===== config.mk =====
export PLATFORM = sky130hd
export DESIGN_NAME = lsu_dport
export DESIGN_NICKNAME = d
export VERILOG_FILES = /design/src/rtl/lsu_dport.sv
export SDC_FILE = /design/constraint.sdc
export NUM_CORES = 1
export LEC_CHECK = 0
export ABC_AREA = 1
export BUFFER_PORTS_ARGS = -buffer_cell sky130_fd_sc_hd__buf_2
export CORE_ASPECT_RATIO = 0.9
export CORE_MARGIN = 2
export CORE_UTILIZATION = 40
export DETAILED_ROUTE_END_ITERATION = 16
export PLACE_DENSITY_LB_ADDON = 0.15
export SYNTH_ARGS = -nofsm -noshare
export SYNTH_HDL_FRONTEND = slang
export SYNTH_SLANG_ARGS = --single-unit

===== constraint.sdc =====
create_clock -name clk -period 1.9 [get_ports clk]
set_input_delay 0.475 -clock clk [delete_from_list [all_inputs] [get_ports clk]]
set_output_delay 0.475 -clock clk [all_outputs]
set_load 0.01 [all_outputs]

===== src/rtl/lsu_dport.sv =====
// lsu_dport: byte-addressed load/store adapter onto a word-wide, byte-enabled synchronous RAM port
module lsu_dport #(
  parameter int DEPTH = 256,
  parameter int AW    = $clog2(DEPTH)
) (
  input  logic          clk,
  input  logic          rst_n,
  input  logic          i_req_valid,
  output logic          o_req_ready,
  input  logic          i_req_we,
  input  logic [1:0]    i_req_size,
  input  logic          i_req_unsigned,
  input  logic [31:0]   i_req_addr,
  input  logic [31:0]   i_req_wdata,
  output logic          o_rsp_valid,
  output logic [31:0]   o_rsp_rdata,
  output logic          o_rsp_err,
  output logic [AW-1:0] o_ram_addr,
  output logic [3:0]    o_ram_wen,
  output logic          o_ram_ren,
  output logic [31:0]   o_ram_din,
  input  logic [31:0]   i_ram_dout
);
  typedef enum logic [1:0] {IDLE, RD_WAIT, RESP} state_t;
  state_t      r_state, w_next;
  logic [1:0]  r_off, r_size;
  logic        r_uns, r_err;
  logic [31:0] r_rdata;
  logic        w_err, w_go;
  logic [3:0]  w_mask;
  logic [31:0] w_sh, w_ext;
  assign w_err = (i_req_size == 2'd3) || (i_req_size == 2'd1 && i_req_addr[0]) ||
                 (i_req_size == 2'd2 && i_req_addr[1:0] != 2'b00) ||
                 ({2'b00, i_req_addr[31:2]} >= 32'(DEPTH));
  assign w_go   = i_req_valid && r_state == IDLE && !w_err;
  assign w_mask = i_req_size == 2'd0 ? 4'b0001 << i_req_addr[1:0] :
                  i_req_size == 2'd1 ? (i_req_addr[1] ? 4'b1100 : 4'b0011) : 4'b1111;
  // Enables are gated by rst_n so a held request can never write during reset
  assign o_ram_addr = i_req_addr[AW+1:2];
  assign o_ram_wen  = (w_go && i_req_we && rst_n) ? w_mask : 4'b0000;
  assign o_ram_ren  = w_go && !i_req_we && rst_n;
  assign o_ram_din  = i_req_size == 2'd0 ? {4{i_req_wdata[7:0]}} :
                      i_req_size == 2'd1 ? {2{i_req_wdata[15:0]}} : i_req_wdata;
  assign w_sh  = i_ram_dout >> {r_off, 3'b000};
  assign w_ext = r_size == 2'd0 ? {{24{~r_uns & w_sh[7]}}, w_sh[7:0]} :
                 r_size == 2'd1 ? {{16{~r_uns & w_sh[15]}}, w_sh[15:0]} : w_sh;
  always_ff @(posedge clk or negedge rst_n)
    if (!rst_n) r_state <= IDLE;
    else        r_state <= w_next;
  always_comb
    w_next = r_state == IDLE    ? (i_req_valid ? ((w_err || i_req_we) ? RESP : RD_WAIT) : IDLE) :
             r_state == RD_WAIT ? RESP : IDLE;
  always_comb begin
    o_req_ready = r_state == IDLE;
    o_rsp_valid = r_state == RESP;
  end
  always_ff @(posedge clk or negedge rst_n)
    if (!rst_n) begin
      r_off   <= 2'b00;
      r_size  <= 2'b00;
      r_uns   <= 1'b0;
      r_rdata <= 32'h0;
      r_err   <= 1'b0;
    end else if (r_state == IDLE && i_req_valid) begin
      r_off  <= i_req_addr[1:0];
      r_size <= i_req_size;
      r_uns  <= i_req_unsigned;
      if (w_err || i_req_we) begin
        r_rdata <= 32'h0;
        r_err   <= w_err;
      end
    end else if (r_state == RD_WAIT) begin
      r_rdata <= w_ext;
      r_err   <= 1'b0;
    end
  assign o_rsp_rdata = r_rdata;
  assign o_rsp_err   = r_err;
endmodule


; ---- After elaboration in Yosys (flattened, before gate mapping)
; Cells that the tools add are included.
[word_totals]
regBits = 40
input_bits = 103
word_cells = 57
out_inout_bits = 80
[classes]
muxes = 18
bitwise = 3
eq_ne = 7
shift = 2
reduce_logical = 20
n_lt_le_gt_ge = 1
[op_table]
columns = operator, n
row1 = 32-bit two-way mux, 7
row2 = 32-bit by 5-bit >> shifter with 32-bit output, 1
row3 = "30-bit by 9-bit greater-or-equal comparator with 1-bit output, second input constant", 1
row4 = 4-bit two-way mux, 4
row5 = 1-bit logical AND, 8
row6 = 2-bit two-way mux, 4
row7 = "2-bit by 1-bit equality test with 1-bit output, second input constant", 3
row8 = "2-bit equality test, second input constant", 3
row9 = 2-bit zero test, 3
row10 = 1-bit logical OR, 4
row11 = 2-bit nonzero test, 2
row12 = "1-bit by 2-bit left shift with 4-bit output, first input constant", 1
row13 = 1-bit two-way mux, 3
row14 = 1-bit AND, 2
row15 = 1-bit zero test, 2
row16 = "2-bit by 1-bit != test with 1-bit output, second input constant", 1
row17 = 2-bit AND reduction, 1
row18 = 1-bit inverter, 1

; ---- Logic depth before layout (Yosys ltp)
; Gate-level depths: netlist of the first run.
[logic_depth]
depth_word = 10
ltp_mapped = 12
mapped_depth_nobuf = 10

; ---- Worst setup path after synthesis of the first run
; OpenSTA, ideal clock, no wires.
[synth_path]
path_kind = input to output
startpoint = in i_req_addr[12]
endpoint = out o_ram_ren
arrival_ps = 1377
n_path_buf = 0
path_slack_ps = 48
cell_stages = 6
required_time_ps = 1425
path_cell_list = or2_0 nor2_1 nand2_1 nor2_2 nand2_2 nor3b_1
[synth_via]
elab_chain_len = 6
[synth_rtl]
columns = element, line_no
row1 = "start, declared", 13  ; input logic [31:0] i_req_addr,
row2 = 30-bit by 9-bit greater-or-equal comparator with 1-bit output, 34  ; ({2'b00, i_req_addr[31:2]} >= 32'(DEPTH));
row3 = 1-bit logical OR, 33  ; (i_req_size == 2'd2 && i_req_addr[1:0] != 2'b00) ||
row4 = 1-bit zero test, 35  ; assign w_go = i_req_valid && r_state == IDLE && !w_err;
row5 = 1-bit logical AND, 35
row6 = 1-bit logical AND (2 in a row), 41  ; assign o_ram_ren = w_go && !i_req_we && rst_n;
row7 = "end, declared", 20  ; output logic o_ram_ren,
; Every way passes these cells.

; ---- Final worst setup path of the first run
[layout_path]
startpoint = in i_req_addr[12]
endpoint = out o_ram_wen[3]
[layout_via]
elab_chain_len = 7
[layout_rtl]
columns = element, line_no
row1 = 30-bit by 9-bit greater-or-equal comparator with 1-bit output, 34
row2 = 1-bit logical OR, 33
row3 = 1-bit zero test, 35
row4 = 1-bit logical AND, 35
row5 = 1-bit logical AND (2 in a row), 40  ; assign o_ram_wen = (w_go && i_req_we && rst_n) ? w_mask : 4'b0000;
row6 = 4-bit two-way mux, 40
row7 = "end, declared", 19  ; output logic [3:0] o_ram_wen,
; Every way passes these cells.

==> results of run 1 <==
[power groups by stage]
stage	registers (mW)	logic [mW]	clock network, mW
2_1_floorplan	1.18	0.676	0
3_3_place_gp	1.11	1.16	0
3_5_place_dp	1.12	1.17	0
4_1_cts	1.10	1.18	0.739
5_1_grt	1.13	1.35	0.774
6_report	1.10	1.20	0.730
[kinds of logic (layout without fill, tap and decap cells)]
kind of cell / count (synthesis) / in the layout / share of synthesized area [%]
AND/OR/NAND/NOR: 310 / 310 / 42.4
flip-flops: 40 / 40 / 33.1
AO/OA/AOI/OAI: 69 / 69 / 12.0
other: 0 / 1 / 0
buffers and inverters: 68 / 234 / 12.5
[timing repair]
item | in CTS | in global routing
resized for setup | 7 | 18
pin swaps | 10 | 20
setup buffers | 12 | 4
setup endpoints to repair | 5 | 12
gates cloned | 0 | 0
[Yosys cell counts, drive strengths merged]
library cell / number / area share [%]
nand3: 47 / 8.4
nor3b: 1 / 0.25
nor2: 51 / 6.4
o21ai: 35 / 5.8
a21oi: 27 / 4.5
o211ai: 7 / 1.7
or2: 2 / 0.41
dfrtp: 40 / 33
clkbuf: 15 / 1.9
nand2: 207 / 26
buf: 30 / 7.8
inv: 23 / 2.9
nand4: 2 / 0.41
[critical path, cell delays in order]
cell and delay (ps):
buf_6 90, or2_0 200, nor2_1 80, nand2_1 80, nor2_2 140, nand4_1 170, nor2_1 160, buf_2 160
[per-stage QoR]
stage / setup slack (ps) / cell area [um2] / utilization (%) / total power, mW / setup TNS, ps
6_report: -136 / 4190 / 56.3 / 3.03 / -529
5_1_grt: -309 / 4190 / 56.3 / 3.25 / -1240
4_1_cts: -98.7 / 4100 / 55.1 / 3.02 / -351
3_5_place_dp: -116 / 3870 / 52.0 / 2.29 / -706
3_3_place_gp: -58.8 / 3870 / 52.0 / 2.27 / -291
2_1_floorplan: 48.5 / 3020 / - / 1.85 / 0
[routing by layer]
metal	wire length [um]	GRT usage (%)	vias up	share of wire (%)
met2	4890	41.3	160	47
li1	-	-	1860	-
met1	4480	32.7	1663	43
met3	726	4.61	24	7.0
met5	0	0	-	0
met4	278	10.1	0	2.7
[how the worst min path moves through the flow]
stage               startpoint  depth (start not counted)  slack (ps)              end
6_report                 rst_n                          2         280  o_rsp_rdata[30]
5_1_grt                  rst_n                          2         340  o_rsp_rdata[30]
4_1_cts                  rst_n                          2         300  o_rsp_rdata[30]
3_5_place_dp   o_rsp_rdata[14]                          2         490  o_rsp_rdata[14]
3_3_place_gp         o_rsp_err                          2         480        o_rsp_err
2_1_floorplan            rst_n                          0         180        o_rsp_err
[registers in the layout, indices dropped and copies added, names as in the netlist]
signal	flops
o_rsp_rdata	32
o_rsp_err	1
r_state	2
r_size	2
r_off	2
r_uns	1
[area by class of cell]
type	instances	area (um2)
flip-flops and latches	40	1000
multi-input cells	379	1700
diodes	1	2.50
repair buffers	203	1160
well taps	96	120
clock buffers	5	68.8
inverters	23	86.3
clock inverters	3	42.5
fillers	774	3250
==> results.json, run 1 <==
{
  "rsz0062_at_grt": "true",
  "violations": "negative setup slack",
  "holdCritPathClass": "input pin to async pin",
  "synth_cell_types": 22,
  "p_per_area_mw_per_mm2": 724,
  "grt_pass1_vias": 3537,
  "setup_slack_ps": -136,
  "ys_seq_area_share_pct": 33.1,
  "root_buffer": "clkbuf_8",
  "maxCapViolations": 0,
  "p_sw_mw": 1.15,
  "power.share.clock_pct": 24.1,
  "pwr-share-seq_pct": 36.4,
  "reg2reg_setup_slack_ps": 260,
  "syn_inst": 487,
  "rows": 30,
  "setup.worst_path.end": "o_ram_wen[3]",
  "die_area_mm2": 0.00827,
  "cts_hold_buf": 0,
  "worstMarginPinSlew_ps": 519,
  "max_slew_margin_pct": 65.4,
  "ant_nets": 0,
  "syn_avg_cell_area_um2": 6.21,
  "final_cells": 750,
  "fin_hold_ws_ps": 281,
  "gp_congestion": 0.935,
  "drt_pre_antenna_iters": 7,
  "yosysWarnings": 0,
  "crit_start": "i_req_addr[12]",
  "timing.final.crit_period_ps": 2040,
  "drive_above_1_share_pct": 36.3,
  "timing.rr.end": "o_rsp_rdata[24]",
  "p_leak_nw": 2.46,
  "htree_levels": 2,
  "start_kind": "input pin",
  "port_buffers": 166,
  "antenna_found_initial": 1,
  "synth_fp_nets": 590,
  "final_common_cell": "nand2_1",
  "path_class": "input pin to primary output",
  "cp_max_fo": 4,
  "r2r_cells": 9,
  "via_count": 3707,
  "clock_sinks": 40,
  "avgRoutedWirePerCell_um": 13.8,
  "clk_latency_ps": 320,
  "slew_violations": 0,
  "swShare_pct": 38.0,
  "drt_iter0_drc": 270,
  "period_share_pct": 107,
  "reg2reg_from": "r_off[0]",
  "critPathRequiredTime_ps": 1420,
  "clk_pin_slew_ps": 100,
  "via_per_inst": 4.94,
  "route.detailed.drc": 0,
  "nets": 755,
  "pwr-share-comb_pct": 39.5,
  "skew_ps": 15.0,
  "io_pins": 183,
  "grt_pass1_wl_um": 16300,
  "peakVddDrop_mv": 0.287,
  "grt.total_usage_pct": 25.2,
  "die_w_um": 95.7,
  "endpoint_kind": "primary output",
  "status": "finished, violations left",
  "clock.fmax_ghz": 0.491,
  "final_cell_mix": "nand2_1, buf_2, nand3_1",
  "finalHoldViolations": 0,
  "placeableCoreArea_mm2": 0.00743,
  "initial_utilization_pct": 40.7,
  "dp_hpwl_um": 7790,
  "area_delta_synth_final_pct": 38.4,
  "placedCellCount": 727,
  "cts_buffers": 5,
  "gr-total-overflow": 0,
  "arrival_ps": 1560,
  "internal_power_mw": 1.88,
  "cts_buffer_depth": 2,
  "syn_area_mm2": 0.00302,
  "routed_wl_um": 10400,
  "setup_viol": 5,
  "grt_max_degree": 41,
  "ys_ff_latch": 40,
  "cts_tree": "built",
  "die_h_um": 86.5
}
Note: power is estimated with default switching activity, not from simulation.
==> run 2: changes to the inputs <==
--- a/config.mk
+++ b/config.mk
@@ -12,6 +12,7 @@
 export CORE_UTILIZATION = 40
 export DETAILED_ROUTE_END_ITERATION = 16
 export PLACE_DENSITY_LB_ADDON = 0.15
+export SETUP_SLACK_MARGIN = 0.02
 export SYNTH_ARGS = -nofsm -noshare
 export SYNTH_HDL_FRONTEND = slang
 export SYNTH_SLANG_ARGS = --single-unit
==> run 2 against run 1 <==
Effect of this change:
- the flow still finishes with violations (negative setup slack)
- largest power group unchanged
- via count grew 0.54%
- flip-flop and latch count unchanged
- hold slack improved by 0.57 ps
- clock-buffer cell count unchanged
- critical path depth unchanged
- final cell count is the same
- non-clock buffer count did not move
==> results.json, run 2 (synthesis gave the netlist of run 1 again) <==
{
  "status": "finished, violations left",
  "violations": "negative setup slack",
  "port_buffers": 166,
  "crit_chain": "buf_6, or2_0, nor2_1, nand2_1, nor2_2, nand4_1, nor2_1, buf_2",
  "grt_pass1_vias": 3537,
  "initial_utilization_pct": 40.7,
  "die_w_um": 95.7,
  "grt.total_usage_pct": 25.2,
  "p_leak_nw": 2.46,
  "root_buffer": "clkbuf_8",
  "via_count": 3727,
  "worstMarginPinSlew_ps": 519,
  "die_area_mm2": 0.00827,
  "finalHoldViolations": 0,
  "critPathSlowestCell": "or2_0",
  "area_delta_synth_final_pct": 38.7,
  "timing.final.crit_period_ps": 2040,
  "tns_ps": -528,
  "drive_above_1_share_pct": 36.3,
  "ant_nets": 0,
  "p_total_mw": 3.03,
  "path_delay_family": "simple AND/OR/NAND/NOR gates",
  "nets": 755,
  "reg2reg_from": "r_off[0]",
  "setup_slack_ps": -138,
  "max_slew_margin_pct": 65.4,
  "start_kind": "input pin",
  "via_per_inst": 4.97,
  "path_common_cell": "nor2_1",
  "maxCapViolations": 0,
  "slew_violations": 0,
  "final_cells": 750,
  "setup_viol": 5,
  "crit_start": "i_req_addr[12]",
  "clk_pin_slew_ps": 100,
  "htree_levels": 2,
  "cts_buffer_depth": 2,
  "antenna_found_initial": 1,
  "clk_latency_ps": 320,
  "period_share_pct": 107,
  "drt_iter0_drc": 273,
  "clock_sinks": 40,
  "p_per_area_mw_per_mm2": 723,
  "cts_tree": "built",
  "cts_buffers": 5,
  "dp_hpwl_um": 7790,
  "route.detailed.drc": 0,
  "cp_num_buf_inv": 2,
  "die_h_um": 86.5,
  "clock.fmax_ghz": 0.491,
  "peakVddDrop_mv": 0.286,
  "grt_pass1_wl_um": 16300,
  "final_common_cell": "nand2_1",
  "critPathRequiredTime_ps": 1420,
  "routed_wl_um": 10400,
  "path_class": "input pin to primary output",
  "holdCritPathClass": "input pin to async pin",
  "endpoint_kind": "primary output",
  "skew_ps": 15.9,
  "r2r_cells": 9,
  "gp_congestion": 0.935,
  "largest_reg_flops": 32,
  "post-place-ws_ps": -116,
  "drt_pre_antenna_iters": 6,
  "io_pins": 183,
  "cp_max_fo": 4,
  "rows": 30,
  "final_cell_mix": "nand2_1, buf_2, nand3_1",
  "arrival_ps": 1560,
  "cp.depth": 8,
  "placeableCoreArea_mm2": 0.00743,
  "gr-total-overflow": 0,
  "slowest_delay_ps": 200,
  "placedCellCount": 727,
  "avgRoutedWirePerCell_um": 13.8,
  "rsz0062_at_grt": "true",
  "grt_max_degree": 41
}
-- run 2: cell counts in the layout (fill, tap and decap cells not counted) --
Identical to the previous run, type by type.
-- run 2: worst paths after layout --
path | end | slack (ps)
hold / removal | o_rsp_rdata[30] | 280
setup reg to reg | o_rsp_rdata[24] | 260
hold reg to reg | o_rsp_rdata[16] | 510
setup / recovery | o_ram_wen[3] | -140
max in group asynchronous | o_rsp_rdata[25] | 1250
min in group clk | r_uns | 380
-- run 2: routing by layer --
layer  global-route usage (%)  up-vias  share of wire (%)
met5                        0        -                  0
met4                     10.1        0                2.8
met3                     4.61       26                7.0
met2                     41.3      154                 47
met1                     32.7     1686                 43
li1                         -     1861                  -
-- run 2: per-stage QoR --
step	utilization, %	hold WS [ps]	area [um2]
floorplan	-	179	3020
global placement	52.0	481	3870
detailed placement	52.0	489	3870
CTS	55.1	301	4100
global route	56.4	340	4200
finish	56.4	282	4200
-- run 2: what timing repair did --
action	CTS	global route
resized for setup	7	20
pin swaps	10	20
hold buffers	0	0
setup buffers	12	4
endpoints found under the setup margin	5	18
-- run 2: final cells by class --
type	count	area, um2
antenna	1	2.50
clock buffer	5	68.8
clock inverter	3	42.5
sequential	40	1000
timing repair buffer	203	1170
inverter	23	86.3
tap	96	120
fill	773	3240
multi-input combinational	379	1710
-- run 2: power breakdown --
group,switching (mW),leakage (nW),internal (mW)
Combinational,0.718,1.89,0.481
Sequential,0.0940,0.513,1.01
Clock,0.340,0.0541,0.389
